--- config.mk ---
export PLATFORM = sky130hd
export DESIGN_NAME = sdf_r2_stage_flat
export DESIGN_NICKNAME = d
export VERILOG_FILES = /design/src/rtl/sdf_r2_stage_if.sv /design/src/rtl/sdf_r2_stage.sv /design/src/flat_wrapper.sv
export SDC_FILE = /design/constraint.sdc
export NUM_CORES = 2
export LEC_CHECK = 0
export ABC_AREA = 1
export CELL_PAD_IN_SITES_DETAIL_PLACEMENT = 1
export CELL_PAD_IN_SITES_GLOBAL_PLACEMENT = 1
export CORE_MARGIN = 5
export CORE_UTILIZATION = 50
export CTS_CLUSTER_SIZE = 28
export DETAILED_ROUTE_END_ITERATION = 16
export GPL_ROUTABILITY_DRIVEN = 0
export PLACE_DENSITY_LB_ADDON = 0.1
export SLEW_MARGIN = 20
export SYNTH_ARGS = -nofsm -noshare
export SYNTH_HDL_FRONTEND = slang
export SYNTH_SLANG_ARGS = --single-unit
export TNS_END_PERCENT = 5
--- constraint.sdc ---
create_clock -name clk -period 12.2 [get_ports clk]
set_input_delay 3.05 -clock clk [delete_from_list [all_inputs] [get_ports clk]]
set_output_delay 3.05 -clock clk [all_outputs]
set_load 0.02 [all_outputs]
--- src/rtl/sdf_r2_stage_if.sv ---
// Input handshake, twiddle ROM port and output bus of one radix-2 SDF FFT stage.
// The slave modport is the stage side; the master modport is the surrounding pipeline.
interface sdf_r2_stage_if #(
  parameter int W  = 22,
  parameter int AW = 6
);
  logic                in_valid;
  logic                in_ready;
  logic signed [W-1:0] din_real;
  logic signed [W-1:0] din_imag;
  logic [AW-1:0]       rom_addr;
  logic signed [W-1:0] rom_real;
  logic signed [W-1:0] rom_imag;
  logic                out_valid;
  logic signed [W-1:0] dout_real;
  logic signed [W-1:0] dout_imag;

  modport slave (
    input  in_valid, din_real, din_imag, rom_real, rom_imag,
    output in_ready, rom_addr, out_valid, dout_real, dout_imag
  );

  modport master (
    output in_valid, din_real, din_imag, rom_real, rom_imag,
    input  in_ready, rom_addr, out_valid, dout_real, dout_imag
  );
endinterface

--- src/rtl/sdf_r2_stage.sv ---
// Radix-2 single-path-delay-feedback DIF butterfly stage with twiddle multiply.
// Phase A stores inputs (and emits stored diffs); phase B emits sums and stores diffs.
module sdf_r2_stage #(
  parameter int W     = 22,
  parameter int FRAC  = 6,
  parameter int DEPTH = 8,
  parameter int N     = 32,
  parameter int AW    = 6,
  parameter int ABASE = 0
) (
  input  logic          clk,
  input  logic          rst_n,
  sdf_r2_stage_if.slave bus
);
  localparam int CW = $clog2(2 * DEPTH);
  localparam int OW = (N > 1) ? $clog2(N) : 1;
  localparam int DW = (DEPTH > 1) ? $clog2(DEPTH) : 1;
  localparam logic [CW-1:0] CNT_LAST  = CW'(2 * DEPTH - 1);
  localparam logic [CW-1:0] CNT_HALF  = CW'(DEPTH);
  localparam logic [CW-1:0] CNT_FILL  = CW'(DEPTH - 1);
  localparam logic [OW-1:0] IDX_LAST  = OW'(N - 1);
  localparam logic [DW-1:0] DRN_LAST  = DW'(DEPTH - 1);

  typedef enum logic [1:0] {S_IDLE, S_FILL, S_RUN, S_DRAIN} state_t;

  state_t              r_state, w_state_nxt;
  logic [CW-1:0]       r_in_cnt, w_in_cnt_nxt, w_in_cnt_inc;
  logic [OW-1:0]       r_out_idx;
  logic [DW-1:0]       r_drain_cnt, w_drain_cnt_nxt;
  logic signed [W-1:0] r_dl_re [DEPTH];
  logic signed [W-1:0] r_dl_im [DEPTH];
  logic                w_accept, w_push, w_emit, w_phase_b;
  logic signed [W-1:0] w_head_re, w_head_im;
  logic signed [W-1:0] w_push_re, w_push_im;
  logic signed [W-1:0] w_b_re, w_b_im;
  logic                r_out_valid;
  logic signed [W-1:0] r_dout_re, r_dout_im;

  // Full-width complex product, arithmetic shift, then plain truncation to W bits.
  function automatic logic signed [W-1:0] twiddle_re(
    input logic signed [W-1:0] br, bi, tr, ti
  );
    logic signed [2*W-1:0] p;
    p = (2*W)'(br) * (2*W)'(tr) - (2*W)'(bi) * (2*W)'(ti);
    return W'(p >>> FRAC);
  endfunction

  function automatic logic signed [W-1:0] twiddle_im(
    input logic signed [W-1:0] br, bi, tr, ti
  );
    logic signed [2*W-1:0] p;
    p = (2*W)'(br) * (2*W)'(ti) + (2*W)'(bi) * (2*W)'(tr);
    return W'(p >>> FRAC);
  endfunction

  assign w_accept     = bus.in_valid & bus.in_ready;
  assign w_phase_b    = (r_in_cnt >= CNT_HALF);
  assign w_in_cnt_inc = (r_in_cnt == CNT_LAST) ? '0 : r_in_cnt + CW'(1);
  assign w_head_re    = r_dl_re[DEPTH-1];
  assign w_head_im    = r_dl_im[DEPTH-1];

  assign bus.in_ready  = (r_state != S_DRAIN);
  assign bus.rom_addr  = AW'(int'(r_out_idx) + ABASE);
  assign bus.out_valid = r_out_valid;
  assign bus.dout_real = r_dout_re;
  assign bus.dout_imag = r_dout_im;

  always_comb begin
    w_state_nxt     = r_state;
    w_in_cnt_nxt    = r_in_cnt;
    w_drain_cnt_nxt = r_drain_cnt;
    w_push          = 1'b0;
    w_push_re       = bus.din_real;
    w_push_im       = bus.din_imag;
    w_emit          = 1'b0;
    w_b_re          = w_head_re;
    w_b_im          = w_head_im;
    case (r_state)
      S_IDLE: begin
        if (w_accept) begin
          w_push       = 1'b1;
          w_in_cnt_nxt = w_in_cnt_inc;
          w_state_nxt  = S_FILL;
        end
      end
      S_FILL: begin
        if (w_accept) begin
          w_push       = 1'b1;
          w_in_cnt_nxt = w_in_cnt_inc;
          if (r_in_cnt == CNT_FILL) w_state_nxt = S_RUN;
        end
      end
      S_RUN: begin
        if (w_accept) begin
          w_push       = 1'b1;
          w_emit       = 1'b1;
          w_in_cnt_nxt = w_in_cnt_inc;
          if (w_phase_b) begin
            w_b_re    = w_head_re + bus.din_real;
            w_b_im    = w_head_im + bus.din_imag;
            w_push_re = w_head_re - bus.din_real;
            w_push_im = w_head_im - bus.din_imag;
          end
        end else if (r_in_cnt == '0) begin
          // Idle at a group boundary: flush the stored diffs.
          w_state_nxt     = S_DRAIN;
          w_drain_cnt_nxt = '0;
        end
      end
      S_DRAIN: begin
        w_push    = 1'b1;
        w_push_re = '0;
        w_push_im = '0;
        w_emit    = 1'b1;
        if (r_drain_cnt == DRN_LAST) begin
          w_state_nxt     = S_IDLE;
          w_drain_cnt_nxt = '0;
        end else begin
          w_drain_cnt_nxt = r_drain_cnt + DW'(1);
        end
      end
      default: w_state_nxt = S_IDLE;
    endcase
  end

  always_ff @(posedge clk or negedge rst_n) begin
    if (!rst_n) begin
      r_state     <= S_IDLE;
      r_in_cnt    <= '0;
      r_drain_cnt <= '0;
      r_out_idx   <= '0;
    end else begin
      r_state     <= w_state_nxt;
      r_in_cnt    <= w_in_cnt_nxt;
      r_drain_cnt <= w_drain_cnt_nxt;
      if (w_emit) r_out_idx <= (r_out_idx == IDX_LAST) ? '0 : r_out_idx + OW'(1);
    end
  end

  always_ff @(posedge clk or negedge rst_n) begin
    if (!rst_n) begin
      for (int i = 0; i < DEPTH; i++) begin
        r_dl_re[i] <= '0;
        r_dl_im[i] <= '0;
      end
    end else if (w_push) begin
      r_dl_re[0] <= w_push_re;
      r_dl_im[0] <= w_push_im;
      for (int i = 1; i < DEPTH; i++) begin
        r_dl_re[i] <= r_dl_re[i-1];
        r_dl_im[i] <= r_dl_im[i-1];
      end
    end
  end

  // Output register: twiddled butterfly result appears one cycle after it is produced.
  always_ff @(posedge clk or negedge rst_n) begin
    if (!rst_n) begin
      r_out_valid <= 1'b0;
      r_dout_re   <= '0;
      r_dout_im   <= '0;
    end else begin
      r_out_valid <= w_emit;
      if (w_emit) begin
        r_dout_re <= twiddle_re(w_b_re, w_b_im, bus.rom_real, bus.rom_imag);
        r_dout_im <= twiddle_im(w_b_re, w_b_im, bus.rom_real, bus.rom_imag);
      end
    end
  end
endmodule
--- src/flat_wrapper.sv ---
// flat-port wrapper written by rule: the top's interface ports become plain ports
module sdf_r2_stage_flat 
#(
  parameter int W     = 22,
  parameter int FRAC  = 6,
  parameter int DEPTH = 8,
  parameter int N     = 32,
  parameter int AW    = 6,
  parameter int ABASE = 0
)
  (clk, rst_n, bus_in_valid, bus_din_real, bus_din_imag, bus_rom_real, bus_rom_imag, bus_in_ready, bus_rom_addr, bus_out_valid, bus_dout_real, bus_dout_imag);
  sdf_r2_stage_if #(.W(W), .AW(AW)) bus_i ();
  input  logic clk;
  input  logic rst_n;
  input wire logic [$bits(bus_i.in_valid)-1:0] bus_in_valid;
  input wire logic [$bits(bus_i.din_real)-1:0] bus_din_real;
  input wire logic [$bits(bus_i.din_imag)-1:0] bus_din_imag;
  input wire logic [$bits(bus_i.rom_real)-1:0] bus_rom_real;
  input wire logic [$bits(bus_i.rom_imag)-1:0] bus_rom_imag;
  output wire logic [$bits(bus_i.in_ready)-1:0] bus_in_ready;
  output wire logic [$bits(bus_i.rom_addr)-1:0] bus_rom_addr;
  output wire logic [$bits(bus_i.out_valid)-1:0] bus_out_valid;
  output wire logic [$bits(bus_i.dout_real)-1:0] bus_dout_real;
  output wire logic [$bits(bus_i.dout_imag)-1:0] bus_dout_imag;
  assign bus_i.in_valid = bus_in_valid;
  assign bus_i.din_real = bus_din_real;
  assign bus_i.din_imag = bus_din_imag;
  assign bus_i.rom_real = bus_rom_real;
  assign bus_i.rom_imag = bus_rom_imag;
  assign bus_in_ready = bus_i.in_ready;
  assign bus_rom_addr = bus_i.rom_addr;
  assign bus_out_valid = bus_i.out_valid;
  assign bus_dout_real = bus_i.dout_real;
  assign bus_dout_imag = bus_i.dout_imag;
  sdf_r2_stage #(.W(W), .FRAC(FRAC), .DEPTH(DEPTH), .N(N), .AW(AW), .ABASE(ABASE)) u_core (.clk(clk), .rst_n(rst_n), .bus(bus_i));
endmodule
==> summary.txt <==
STA
  – Unrepaired setup endpoints after global routing: yes
  – Slew @ Worst Pin: 1.16 ns
  – Relative max-transition margin: 22.6%
  – Tmin final: 11.92 ns
  – Pins Over Slew Limit: 0
  – Worst Skew: 0.0635 ns
  – Tcrit/Tclk final: 97.7%
  – Final hold viol count: 0
  – # setup viols final: 0
  – Max Freq: 83.9 MHz

Worst setup path
  – Crit path largest cell delay: 0.61 ns
  – Max FO, Critical Path: 6
  – Critical Path Slowest Stage Cell: fa_1
  – Kind of critical path: input port to register
  – Req. time, crit path: 12.77 ns
  – Startpoint types: input port
  – CP endpoint kind: register
  – Critical Path AT: 12.49 ns

Cells and area
  – Synthesis-to-finish area growth: 16.3%
  – Final nets: 10686
  – Post-Layout Cell Count: 10662
  – Layout cells sized above 1: 11.8%

Routing
  – Vias per cell: 5.48
  – Pre-antenna DRT Iters: 5
  – # DRC: 0
  – Initial DRC Count: 4509
  – Antenna Violating Nets Remaining: 0
  – Total wire length: 256 mm
  – Routed len/inst: 24.0 µm
  – Via count: 58419

Floorplan
  – Die ar.: 141000 µm²
  – Die width: 376 µm
  – CORE AREA: 133000 µm²
  – DIE HEIGHT: 376 µm
  – Ports: 143
  – Initial Util: 50.2%
  – Num rows: 134

Place
  – Placed insts: 10554
  – PortBufs: 141
  – HPWL Detailed: 210 mm

Global route
  – GR Util met1: 43.8%
  – First-pass GRT wire length: 391 mm
  – Met3 usage: 7.66%
  – GR Util All Layers: 36.7%
  – GRT Max-Usage Layer: met2
  – Largest net degree at the start of global routing: 218
  – Vias in the first global route: 66074
  – Gr ovfl total: 0
  – Grt met2 use: 59.5%
  – Initial antenna violation count: 17

Synthesis
  – Seq/Total Area, Yosys: 15.4%
  – Ys Warns: 0
  – Syn Inst Count: 8291
  – Unique masters post-synth: 61
  – Synth Register Bits: 411
  – Syn_area_per_cell: 8.07 µm²
  – Top FF cell, synth: dfrtp_1
  – Mapped cell area: 66900 µm²
  – Post-synth EDFFs: 0
  – Ys async rst share: 100%
  – Syn_nets: 10129

Clock tree
  – Clk Latency, worst-skew pair: 0.68 ns
  – CTS Buf Count: 50
  – CTS Buffer Depth: 3
  – Hold-fix buffers at CTS: 0
  – CTS Sinks: 411
  – Clk slew on worst S/H paths: 0.06 ns
  – H-Tree Depth: 2
  – Clock Tree Root: clkbuf_16
  – CTS tree: built

Run
  – Maxcap violations: 0

Outcome
  – Status: finished, final reports clean

Worst hold path
  – Hold Crit Class: register to register
-- sequential cells by signal (all words and copies together) (netlist names), 2 cells and up --
register              flops
u_core.r_in_cnt           4
u_core.r_drain_cnt        3
u_core.r_out_idx          5
u_core.bus.dout_imag     22
u_core.r_state            2
u_core.w_head_im         22
u_core.bus.dout_real     22
u_core.r_dl_re          154
u_core.w_head_re         22
u_core.r_dl_im          154
-- placed cells by master (no fill, tap or decap), drive strengths merged, types with 4 or more instances in the layout --
master,netlist,final
xnor2,40,40
or2,42,42
o21ai,166,166
o211ai,4,4
buf,51,737
a31oi,14,14
clkinv,19,28
diode,0,6
ha,478,478
dlymetal6s2s,0,7
nand2,2312,2312
fa,1269,1269
a22oi,32,32
o21a,5,5
nand3b,18,18
o21bai,24,24
nand3,209,209
inv,1764,1766
clkbuf,322,72
a21oi,191,191
a211oi,4,4
nand4,41,41
nor3,20,20
a21boi,4,4
xor2,51,51
a21o,7,7
nor2,771,771
dfrtp,411,411
clkinvlp,0,7
clkdlybuf4s50,0,133
-- kinds of logic (layout without fill, tap and decap cells) --
group	count (synthesis)	after routing	synth area share [%]
xor+xnor	93	93	1.26
compound gates	465	465	3.96
simple gates	3418	3418	20.3
flops	411	411	15.4
buf+inv	2156	2753	12.2
other cells	1	7	0.00560
fa+ha+maj	1747	1747	46.9
-- Yosys cell counts (3+ instances only) --
master / count / share of area [%]
a211oi_1: 4 / 0.045
a21o_1: 7 / 0.078
a21oi_1: 189 / 1.4
a22oi_1: 32 / 0.36
a31oi_1: 14 / 0.13
and2_1: 3 / 0.028
buf_1: 11 / 0.062
buf_2: 29 / 0.22
buf_4: 7 / 0.078
buf_6: 4 / 0.067
clkbuf_1: 317 / 1.8
clkbuf_2: 5 / 0.037
clkinv_1: 18 / 0.10
dfrtp_1: 411 / 15
fa_1: 1269 / 38
ha_1: 478 / 8.9
inv_1: 1742 / 9.8
inv_2: 21 / 0.12
nand2_1: 2285 / 13
nand2_2: 20 / 0.19
nand2_4: 7 / 0.12
nand3_1: 205 / 1.5
nand3_2: 3 / 0.045
nand3b_1: 18 / 0.20
nand4_1: 40 / 0.37
nor2_1: 767 / 4.3
nor2_2: 3 / 0.028
nor3_1: 19 / 0.14
o211ai_1: 4 / 0.045
o21a_1: 5 / 0.056
o21ai_0: 149 / 1.1
o21ai_1: 16 / 0.12
o21bai_1: 22 / 0.25
o31ai_2: 3 / 0.056
or2_2: 41 / 0.38
xnor2_1: 40 / 0.52
xor2_1: 51 / 0.67
-- what timing repair did --
action,4_1_cts,5_1_grt
buffers inserted,0,9
gates resized for setup,0,145
endpoints found under the setup margin,0,10
-- layout make-up --
type | count | area [µm²]
Antenna cell | 6 | 15.0
Clock buffer | 71 | 1440
Clock inverter | 21 | 284
Fill cell | 16180 | 55500
Inverter | 1783 | 6730
Multi-Input combinational cell | 5724 | 49000
Sequential cell | 411 | 10300
Tap cell | 1768 | 2210
Timing Repair Buffer | 878 | 7860
-- path summary, 6_finish.rpt --
| kind | start | end | slack (ns) | cells after the start |
|---|---|---|---|---|
| max in group asynchronous | rst_n | u_core.r_dl_im[138] | 7.63 | 3 |
| worst max-delay path | bus_din_imag[4] | u_core.bus.dout_real[21] | 0.28 | 50 |
| min in group asynchronous | rst_n | u_core.bus.dout_real[12] | 2.28 | 1 |
| worst max register to register | u_core.r_state[0] | u_core.bus.dout_real[21] | 2.61 | 42 |
| worst min-delay path | u_core.r_dl_im[68] | u_core.r_dl_im[46] | 0.42 | 2 |
| worst min register to register | u_core.r_dl_im[68] | u_core.r_dl_im[46] | 0.42 | 2 |
-- critical path, delay by kind of cell --
kind | cells | cell delay (ns)
AO/OA/AOI/OAI | 2 | 0.33
adder cells (fa/ha/maj) | 11 | 5.28
buffers and inverters | 14 | 1.74
AND/OR/NAND/NOR | 23 | 2.03
-- per-stage QoR --
stage	instance area [µm²]	setup WS [ns]	hold slack, ns	util [%]	TNS (ns)
detailed placement	75500	-0.615	0.456	56.6	-3.81
floorplan	66900	0.730	0.442	-	0
global placement	75500	-0.549	0.447	56.6	-1.32
CTS	77200	0.0395	0.406	57.9	0
finish	77800	0.276	0.419	58.4	0
global route	77800	-0.0271	0.418	58.4	-0.0320
-- routing by layer --
metal / part of all wire (%) / up-vias
met5: 0.026 / -
met4: 9.3 / 10
met3: 8.2 / 903
met2: 46 / 2316
met1: 36 / 29886
li1: - / 25304
Power is left out: the tool's default activity adds up to more than one toggle a clock period on the data nets, which glitch-free logic cannot reach.
